==> src/rtl/alu_pkg.sv <==
// Shared constants for the ALU front-end sequencer and its helpers.
//
// Contents:
//   DATA_W / RES_W   operand width and unit result width
//   OP_*             opcode (= unit slot index) assignments
//   ST_*             sequencer state encodings
package alu_pkg;

    localparam int DATA_W = 8;
    localparam int RES_W  = 16;

    // Opcode is the slot index of the unit in the function-unit bank.
    localparam logic [2:0] OP_AND = 3'd0;
    localparam logic [2:0] OP_OR  = 3'd1;
    localparam logic [2:0] OP_XOR = 3'd2;
    localparam logic [2:0] OP_ADD = 3'd3;
    localparam logic [2:0] OP_SUB = 3'd4;
    localparam logic [2:0] OP_MUL = 3'd5;
    localparam logic [2:0] OP_DIV = 3'd6;
    localparam logic [2:0] OP_NOT = 3'd7;

    // Sequencer states.
    localparam logic [1:0] ST_IDLE  = 2'd0;
    localparam logic [1:0] ST_ISSUE = 2'd1;
    localparam logic [1:0] ST_WAIT  = 2'd2;
    localparam logic [1:0] ST_RESP  = 2'd3;

endpackage

==> src/rtl/alu_result_mux.sv <==
// Combinational selector for the function-unit bank: picks the 16-bit
// result slot and the done bit of the unit addressed by op. An op that
// points past the last slot selects zero / not-done.
//
// Ports:
//   op         in   OP_W             unit select
//   unit_res   in   RES_W*N_UNITS    flattened results, slot i at [16i+15:16i]
//   unit_done  in   N_UNITS          per-unit done
//   res        out  RES_W            selected result
//   done       out  1                selected done
module alu_result_mux
    import alu_pkg::*;
#(
    parameter int N_UNITS = 8,
    parameter int OP_W    = 3
) (
    input  logic [OP_W-1:0]          op,
    input  logic [RES_W*N_UNITS-1:0] unit_res,
    input  logic [N_UNITS-1:0]       unit_done,
    output logic [RES_W-1:0]         res,
    output logic                     done
);

    logic [RES_W-1:0] slot [N_UNITS];

    for (genvar gi = 0; gi < N_UNITS; gi++) begin : g_slot
        assign slot[gi] = unit_res[gi*RES_W +: RES_W];
    end

    // Compare against each slot index instead of indexing with op directly,
    // so an out-of-range op cleanly yields zero for any N_UNITS.
    always_comb begin
        res  = '0;
        done = 1'b0;
        for (int i = 0; i < N_UNITS; i++) begin
            if (int'(op) == i) begin
                res  = slot[i];
                done = unit_done[i];
            end
        end
    end

endmodule

==> src/rtl/alu_op_sequencer.sv <==
// Front-end controller for the bank of 8-bit ALU function units. Accepts one
// request at a time, pulses start on the selected unit for exactly one cycle,
// waits for its done under a watchdog, and presents the captured result (or
// an error for illegal opcode / timeout) on a valid/ready response port.
//
// Ports:
//   clk, rst               clock, synchronous active-high reset
//   req_valid/req_ready    request handshake; req_op/req_a/req_b payload
//   rsp_valid/rsp_ready    response handshake; rsp_res/rsp_op/rsp_err payload
//   unit_start             one-hot start pulse to the unit bank
//   unit_a/unit_b          shared operand bus, held from ISSUE until next accept
//   unit_res/unit_done     flattened unit results and per-unit done
//   busy                   high whenever not IDLE
module alu_op_sequencer
    import alu_pkg::*;
#(
    parameter int                 N_UNITS   = 8,
    parameter int                 OP_W      = 3,
    parameter logic [N_UNITS-1:0] UNIT_MASK = {N_UNITS{1'b1}},
    parameter int                 TIMEOUT   = 64
) (
    input  logic                     clk,
    input  logic                     rst,
    input  logic                     req_valid,
    output logic                     req_ready,
    input  logic [OP_W-1:0]          req_op,
    input  logic [DATA_W-1:0]        req_a,
    input  logic [DATA_W-1:0]        req_b,
    output logic                     rsp_valid,
    input  logic                     rsp_ready,
    output logic [RES_W-1:0]         rsp_res,
    output logic [OP_W-1:0]          rsp_op,
    output logic                     rsp_err,
    output logic [N_UNITS-1:0]       unit_start,
    output logic [DATA_W-1:0]        unit_a,
    output logic [DATA_W-1:0]        unit_b,
    input  logic [RES_W*N_UNITS-1:0] unit_res,
    input  logic [N_UNITS-1:0]       unit_done,
    output logic                     busy
);

    // Watchdog only counts 0..TIMEOUT-1 and is cleared on the way into WAIT.
    localparam int WD_W = $clog2(TIMEOUT + 1);
    localparam logic [WD_W-1:0] WD_LAST = WD_W'(TIMEOUT - 1);

    logic [1:0]        state_reg, state_next;
    logic [OP_W-1:0]   op_reg,    op_next;
    logic [DATA_W-1:0] a_reg,     a_next;
    logic [DATA_W-1:0] b_reg,     b_next;
    logic [RES_W-1:0]  res_reg,   res_next;
    logic              err_reg,   err_next;
    logic [WD_W-1:0]   wd_reg,    wd_next;

    logic              accept;
    logic              req_legal;
    logic [RES_W-1:0]  sel_res;
    logic              sel_done;

    // Only the latched opcode's slot is looked at, so done pulses from any
    // other unit are ignored in every state.
    alu_result_mux #(
        .N_UNITS (N_UNITS),
        .OP_W    (OP_W)
    ) u_result_mux (
        .op        (op_reg),
        .unit_res  (unit_res),
        .unit_done (unit_done),
        .res       (sel_res),
        .done      (sel_done)
    );

    assign accept = req_valid && req_ready;

    // An opcode is legal only if it names an existing, populated slot.
    always_comb begin
        req_legal = 1'b0;
        for (int i = 0; i < N_UNITS; i++) begin
            if (int'(req_op) == i && UNIT_MASK[i]) begin
                req_legal = 1'b1;
            end
        end
    end

    always_comb begin
        state_next = state_reg;
        op_next    = op_reg;
        a_next     = a_reg;
        b_next     = b_reg;
        res_next   = res_reg;
        err_next   = err_reg;
        wd_next    = wd_reg;
        case (state_reg)
            ST_IDLE: begin
                if (accept) begin
                    op_next = req_op;
                    a_next  = req_a;
                    b_next  = req_b;
                    if (req_legal) begin
                        state_next = ST_ISSUE;
                    end else begin
                        // Illegal op never touches the unit bank.
                        res_next   = '0;
                        err_next   = 1'b1;
                        state_next = ST_RESP;
                    end
                end
            end
            ST_ISSUE: begin
                wd_next    = '0;
                state_next = ST_WAIT;
            end
            ST_WAIT: begin
                // done is checked first so it wins over a same-cycle timeout.
                if (sel_done) begin
                    res_next   = sel_res;
                    err_next   = 1'b0;
                    state_next = ST_RESP;
                end else if (wd_reg == WD_LAST) begin
                    res_next   = '0;
                    err_next   = 1'b1;
                    state_next = ST_RESP;
                end else begin
                    wd_next = wd_reg + 1'b1;
                end
            end
            ST_RESP: begin
                if (rsp_ready) begin
                    state_next = ST_IDLE;
                end
            end
            default: state_next = ST_IDLE;
        endcase
    end

    always_ff @(posedge clk) begin
        if (rst) begin
            state_reg <= ST_IDLE;
            op_reg    <= '0;
            a_reg     <= '0;
            b_reg     <= '0;
            res_reg   <= '0;
            err_reg   <= 1'b0;
            wd_reg    <= '0;
        end else begin
            state_reg <= state_next;
            op_reg    <= op_next;
            a_reg     <= a_next;
            b_reg     <= b_next;
            res_reg   <= res_next;
            err_reg   <= err_next;
            wd_reg    <= wd_next;
        end
    end

    // Start is decoded from the ISSUE state, which lasts exactly one cycle,
    // so it can never be high two cycles in a row.
    for (genvar gi = 0; gi < N_UNITS; gi++) begin : g_start
        assign unit_start[gi] = (state_reg == ST_ISSUE) && (op_reg == OP_W'(gi));
    end

    assign req_ready = (state_reg == ST_IDLE);
    assign rsp_valid = (state_reg == ST_RESP);
    assign busy      = (state_reg != ST_IDLE);
    assign rsp_res   = res_reg;
    assign rsp_op    = op_reg;
    assign rsp_err   = err_reg;
    assign unit_a    = a_reg;
    assign unit_b    = b_reg;

endmodule

==> config.mk <==
export PLATFORM = sky130hd
export DESIGN_NAME = alu_op_sequencer
export DESIGN_NICKNAME = d
export VERILOG_FILES = /design/src/rtl/alu_pkg.sv /design/src/rtl/alu_result_mux.sv /design/src/rtl/alu_op_sequencer.sv
export SDC_FILE = /design/constraint.sdc
export NUM_CORES = 1
export LEC_CHECK = 0
export CORE_MARGIN = 2
export CORE_UTILIZATION = 55
export DETAILED_ROUTE_END_ITERATION = 10
export DONT_BUFFER_PORTS = 1
export PLACE_DENSITY = 0.71
export SLEW_MARGIN = 20
export SYNTH_ARGS = -nofsm -noshare
export SYNTH_HDL_FRONTEND = slang
export SYNTH_SLANG_ARGS = --single-unit
==> constraint.sdc <==
create_clock -name clk -period 3.1 [get_ports clk]
set_input_delay 0.465 -clock clk [delete_from_list [all_inputs] [get_ports clk]]
set_output_delay 0.465 -clock clk [all_outputs]
set_load 0.03 [all_outputs]
After elaboration in Yosys (flattened, before gate mapping)
Cells that the tools add are included.
{"block": "totals", "mem_count": 0, "regBits": 45, "latch_bits": 0, "romBits": 0, "wordCells": 102, "mem_bits_rw": 0, "output_inout_bits": 47}
{"block": "op_classes", "n_eq_ne": 31, "n_div": 0, "addsub": 1, "muxes": 43, "bitwise": 0, "shifts": 0, "magnitude_cmp": 0, "mul": 0, "n_reduce_logical": 20}
{"op": "16-bit 2-to-1 mux", "count": 12}
{"op": "3-bit equality test (second input constant)", "count": 12}
{"op": "16-bit case mux with 2 select lines", "count": 1}
{"op": "1-bit 2-to-1 mux", "count": 20}
{"op": "3-bit by 2-bit equality test with 1-bit output (second input constant)", "count": 6}
{"op": "7-bit 2-to-1 mux", "count": 2}
{"op": "7-bit case mux with 2 select lines", "count": 1}
{"op": "2-bit 2-to-1 mux", "count": 5}
{"op": "3-bit by 1-bit equality test with 1-bit output (second input constant)", "count": 3}
{"op": "1-bit logical AND", "count": 9}
{"op": "3-bit zero test", "count": 3}
{"op": "2-bit case mux with 4 select lines", "count": 1}
{"op": "7-bit by 1-bit adder with 7-bit output (second input constant)", "count": 1}
{"op": "7-bit by 6-bit equality test with 1-bit output (second input constant)", "count": 1}
{"op": "2-bit inequality test (second input constant)", "count": 3}
{"op": "3-bit AND reduction", "count": 2}
{"op": "2-bit nonzero test", "count": 3}
{"op": "2-bit equality test (second input constant)", "count": 2}
{"op": "2-bit by 1-bit inequality test with 1-bit output (second input constant)", "count": 2}
{"op": "4-bit AND reduction", "count": 1}
{"op": "3-bit inequality test (second input constant)", "count": 1}
{"op": "2-bit by 1-bit equality test with 1-bit output (second input constant)", "count": 1}
{"op": "2-bit zero test", "count": 1}
{"op": "1-bit case mux with 2 select lines", "count": 1}
{"op": "2-bit AND reduction", "count": 1}

Logic depth before layout (Yosys ltp)
{"block": "depth", "ltp_word": 12, "mapped_depth": 8, "mapped_depth_nobuf": 7}

Modules after synthesis
A second synthesis with hierarchy kept.
{"block": "unflattened", "hier_cells": 400, "hier_area_um2": 3210.6}
{"mod": "alu_op_sequencer", "seq_area_each_um2": 900.9, "cells_each": 199, "area_each_um2": 1783.0, "n_inst": 1}
{"mod": "alu_result_mux", "seq_area_each_um2": 0.0, "cells_each": 201, "area_each_um2": 1427.6, "n_inst": 1}

Worst setup path after synthesis
Ideal clock, no wire load.
{"block": "synth_timing", "kind": "flip-flop to output port", "from": "register op_reg[2] (netlist: rsp_op[2])", "to": "output port unit_start[4]", "arrival_ps": 2251, "path_stages_with_launch": 7, "t_required_ps": 2635, "setup_slack_ps": 384, "n_path_buf": 4, "cell_sequence": "dfxtp_1 -> buf_4 -> buf_2 -> buf_2 -> buf_1 -> nand2_1 -> nor3_1"}
{"block": "synth_via", "elab_chain_cells": 2}
{"item": "start: declaration", "line": "alu_op_sequencer.sv:47", "source": "logic [OP_W-1:0] op_reg, op_next;"}
{"item": "start signal: assignment", "line": "alu_op_sequencer.sv:146", "source": "op_reg <= op_next;"}
{"item": "3-bit equality test", "line": "alu_op_sequencer.sv:158", "source": "assign unit_start[gi] = (state_reg == ST_ISSUE) && (op_reg == OP_W'(gi));"}
{"item": "1-bit logical AND", "line": "alu_op_sequencer.sv:158"}
{"item": "end: declaration", "line": "alu_op_sequencer.sv:34", "source": "output logic [N_UNITS-1:0] unit_start,"}
Every way passes these cells.

Final worst setup path
{"block": "layout_timing", "from": "register op_reg[1] (netlist: rsp_op[1])", "to": "output port unit_start[2]"}
{"block": "layout_via", "elab_chain_cells": 2}
{"item": "3-bit by 2-bit equality test with 1-bit output", "line": "alu_op_sequencer.sv:158"}
{"item": "1-bit logical AND", "line": "alu_op_sequencer.sv:158"}
Every way passes these cells.

==> results.sh <==
export IMPL_vias_per_cell=6.60
export IMPL_seq_area_frac_synth_pct=28.1
export IMPL_cts_sinks=45
export IMPL_clock_latency_ps=300
export IMPL_antenna_found_initial=0
export IMPL_synth_ff_type="dfxtp_1"
export IMPL_post_cts_buffers=0
export IMPL_layout_nets=563
export IMPL_grtUsageTotal_pct=27.3
export IMPL_io_buffers=0
export IMPL_overflow=0
export IMPL_initial_utilization_pct=57.5
export IMPL_critical_path_required_ps=2630
export IMPL_drtAntennaViolNets=0
export IMPL_cpMostUsedCell="buf_4"
export IMPL_fin_skew_ps=8.84
export IMPL_drv_cap=0
export IMPL_r2r_setup_slack_ps=700
export IMPL_power_density_nw_per_um2=667
export IMPL_finalCritPeriodShare_pct=91.2
export IMPL_worstSetupStartpoint="rsp_op[1]"
export IMPL_critPathMaxFanout=71
export IMPL_drive_above_1_share_pct=12.5
export IMPL_path_class="reg -> out"
export IMPL_dp_hpwl_um=6920
export IMPL_tightest_slew_ps=830
export IMPL_start_kind="flip-flop"
export IMPL_fin_area_um2=3310
export IMPL_switching_share_pct=45.9
export IMPL_finalHoldViolations=0
export IMPL_period_needed_ps=2830
export IMPL_clockBufferDepth=2
export IMPL_globalplace_congestion=0.862
export IMPL_pwr_share_seq_pct=40.1
export IMPL_rows=27
export IMPL_routed_wl_um=9180
export IMPL_hp_class="in -> reg"
export IMPL_die_w_um=80.3
export IMPL_p_leak_nw=1.12
export IMPL_synth_top_area_cell="dfxtp_1"
export IMPL_grt_pass1_vias=2851
export IMPL_wl_per_cell_um=19.4
export IMPL_fillers=533
export IMPL_synth_area_leaders="dfxtp_1 (28%), mux2_2 (8.8%), nand2_1 (6.7%)"
export IMPL_slowest_stage="buf_4"
export IMPL_cts_made_buffers=5
export IMPL_cts_root_buf="clkbuf_8"
export IMPL_cts_tree="yes"
export IMPL_synth_edff_count=0
export IMPL_syn_num_nets=583
export IMPL_status="finished, final reports clean"
export IMPL_slew_violations=0
export IMPL_crit_chain="buf_4 > nand2_1 > nor2_1 > buf_4"
export IMPL_async_flop_share_pct=0
export IMPL_syn_cell_area_um2=3210
export IMPL_synth_top_cell_area_share_pct=28.1
export IMPL_slowest_delay_ps=660
export IMPL_diodes=0
export IMPL_largest_reg_flops=16
export IMPL_r2r_end="rsp_res[5]"
export IMPL_tns_ps=0
export IMPL_grt_pass1_wl_um=13800
export IMPL_htree_levels=2
export IMPL_drcViolationCount=0
export IMPL_rsz0062_at_grt="no"
export IMPL_critPathArrivalTime_ps=2360
export IMPL_grt_max_degree=72
export IMPL_pin_count=206
export IMPL_max_slew_margin_pct=44.7
export IMPL_first_pass_iters=5
export IMPL_ys_ff_latch=45
export IMPL_end_kind="output port"
export IMPL_holdCritStartpoint="rst"
export IMPL_synthCells=419
export IMPL_dieArea_um2=6460
export IMPL_ys_types=45
export IMPL_dpl_instance_area_um2=3210
export IMPL_r2r_start="rsp_op[1]"
export IMPL_area_growth_syn_to_layout_pct=3.16
export IMPL_r2r_cells=5
export IMPL_cts_resized=0
export IMPL_whs_path_depth=1
export IMPL_p_int_mw=1.19
export IMPL_crit_family="buffers and inverters"
export IMPL_avgSynthCellArea_um2=7.65
export IMPL_p_sw_mw=1.01
export IMPL_drt_iter0_markers=215
export IMPL_cp_buffers_inverters=2
export IMPL_ir_drop_mv=0.394
export IMPL_pwr_share_clk_pct=17.2
export IMPL_clock_fmax_ghz=0.354
export IMPL_vias=3115
export IMPL_core_area_um2=5570
export IMPL_clk_pin_slew_ps=90
export IMPL_hold_buffers=0
export IMPL_die_h_um=80.3
export IMPL_min_to="unit_a[0]"
export IMPL_finalSetupViolations=0
export IMPL_synth_warnings=0
export IMPL_pwr_share_comb_pct=42.7
## kinds of logic after synthesis
| logic type | share of synthesized area, % |
|---|---|
| AOI/OAI and AO/OA | 27.2 |
| DFF | 28.1 |
| muxes | 14.7 |
| adders and majority gates | 1.95 |
| and+or+nand+nor | 21.3 |
| buffers and inverters | 6.67 |
## power groups by stage
stage	clock [mW]	sequential (mW)	combinational, mW
after global placement	0	0.895	0.922
after detailed placement	0	0.900	0.941
final	0.379	0.885	0.943
after CTS	0.386	0.886	0.945
after global routing	0.411	0.899	1.04
after floorplan	0	0.850	0.819
## cells in the mapped netlist (2+ instances only)
cell       instances
o21ai_0           28
inv_1             10
a2111oi_0          2
dfxtp_1           45
nand3b_1          12
or3_1              2
nand2_1           57
mux2_2            25
a21oi_1           37
o32ai_1            2
ha_1               5
nand4_1            3
nand2b_1          13
mux2i_1           19
a221o_1            9
a22oi_1            9
nor2_1            26
a32o_1             3
nand3_1            8
o22ai_1           31
buf_2             15
clkbuf_1          18
nor2b_1            6
nor3_1             5
a211o_1            2
a311oi_1           5
buf_1              4
## worst max path at each step
stage / endpoint / slack (ps) / depth (start not counted)
2_1_floorplan: unit_start[4] / 380 / 6
3_3_place_gp: unit_start[2] / 630 / 4
3_5_place_dp: unit_start[2] / 610 / 4
4_1_cts: unit_start[2] / 280 / 4
5_1_grt: unit_start[6] / 90 / 4
6_report: unit_start[2] / 270 / 4
## worst register-to-register path: cells and delay by family (launching register included)
family | cells | cell delay, ps
buffers and inverters | 1 | 660
DFF | 1 | 400
AOI/OAI and AO/OA | 3 | 630
and+or+nand+nor | 1 | 590
## stage by stage
stage	utilization, %	hold slack (ps)	setup WS [ps]	total power [mW]	instances
2_1_floorplan	-	408	384	1.67	419
4_1_cts	59.3	203	280	2.22	472
3_3_place_gp	57.6	414	629	1.82	464
6_report	59.3	220	274	2.21	472
5_1_grt	59.3	201	88.7	2.35	472
3_5_place_dp	57.6	442	607	1.84	464
## per-layer routing
layer	global-route usage, %	vias up	part of all wire (%)
li1	-	1494	-
met1	33.0	1469	40
met2	46.6	142	51
met3	8.20	10	8.4
met4	7.80	0	0.99
met5	0	-	0
## final cells by class
class | count | area [µm²] | area share (%)
repair buffers | 12 | 90.1 | 2.72
well taps | 72 | 90.1 | 2.72
inverters | 10 | 37.5 | 1.14
clock buffers | 5 | 68.8 | 2.08
clock inverters | 3 | 25.0 | 0.757
flip-flops and latches | 45 | 905 | 27.4
multi-input cells | 325 | 2090 | 63.2
## cell usage in the layout, fill, tap and decap left out, types with 13 or more instances in the layout
master    count
o21ai_0      28
mux2_2       25
a21oi_1      37
nor2_1       26
o22ai_1      31
nand2_1      57
nand2b_1     13
mux2i_1      19
dfxtp_1      42
Note: power is estimated with default switching activity, not from simulation.
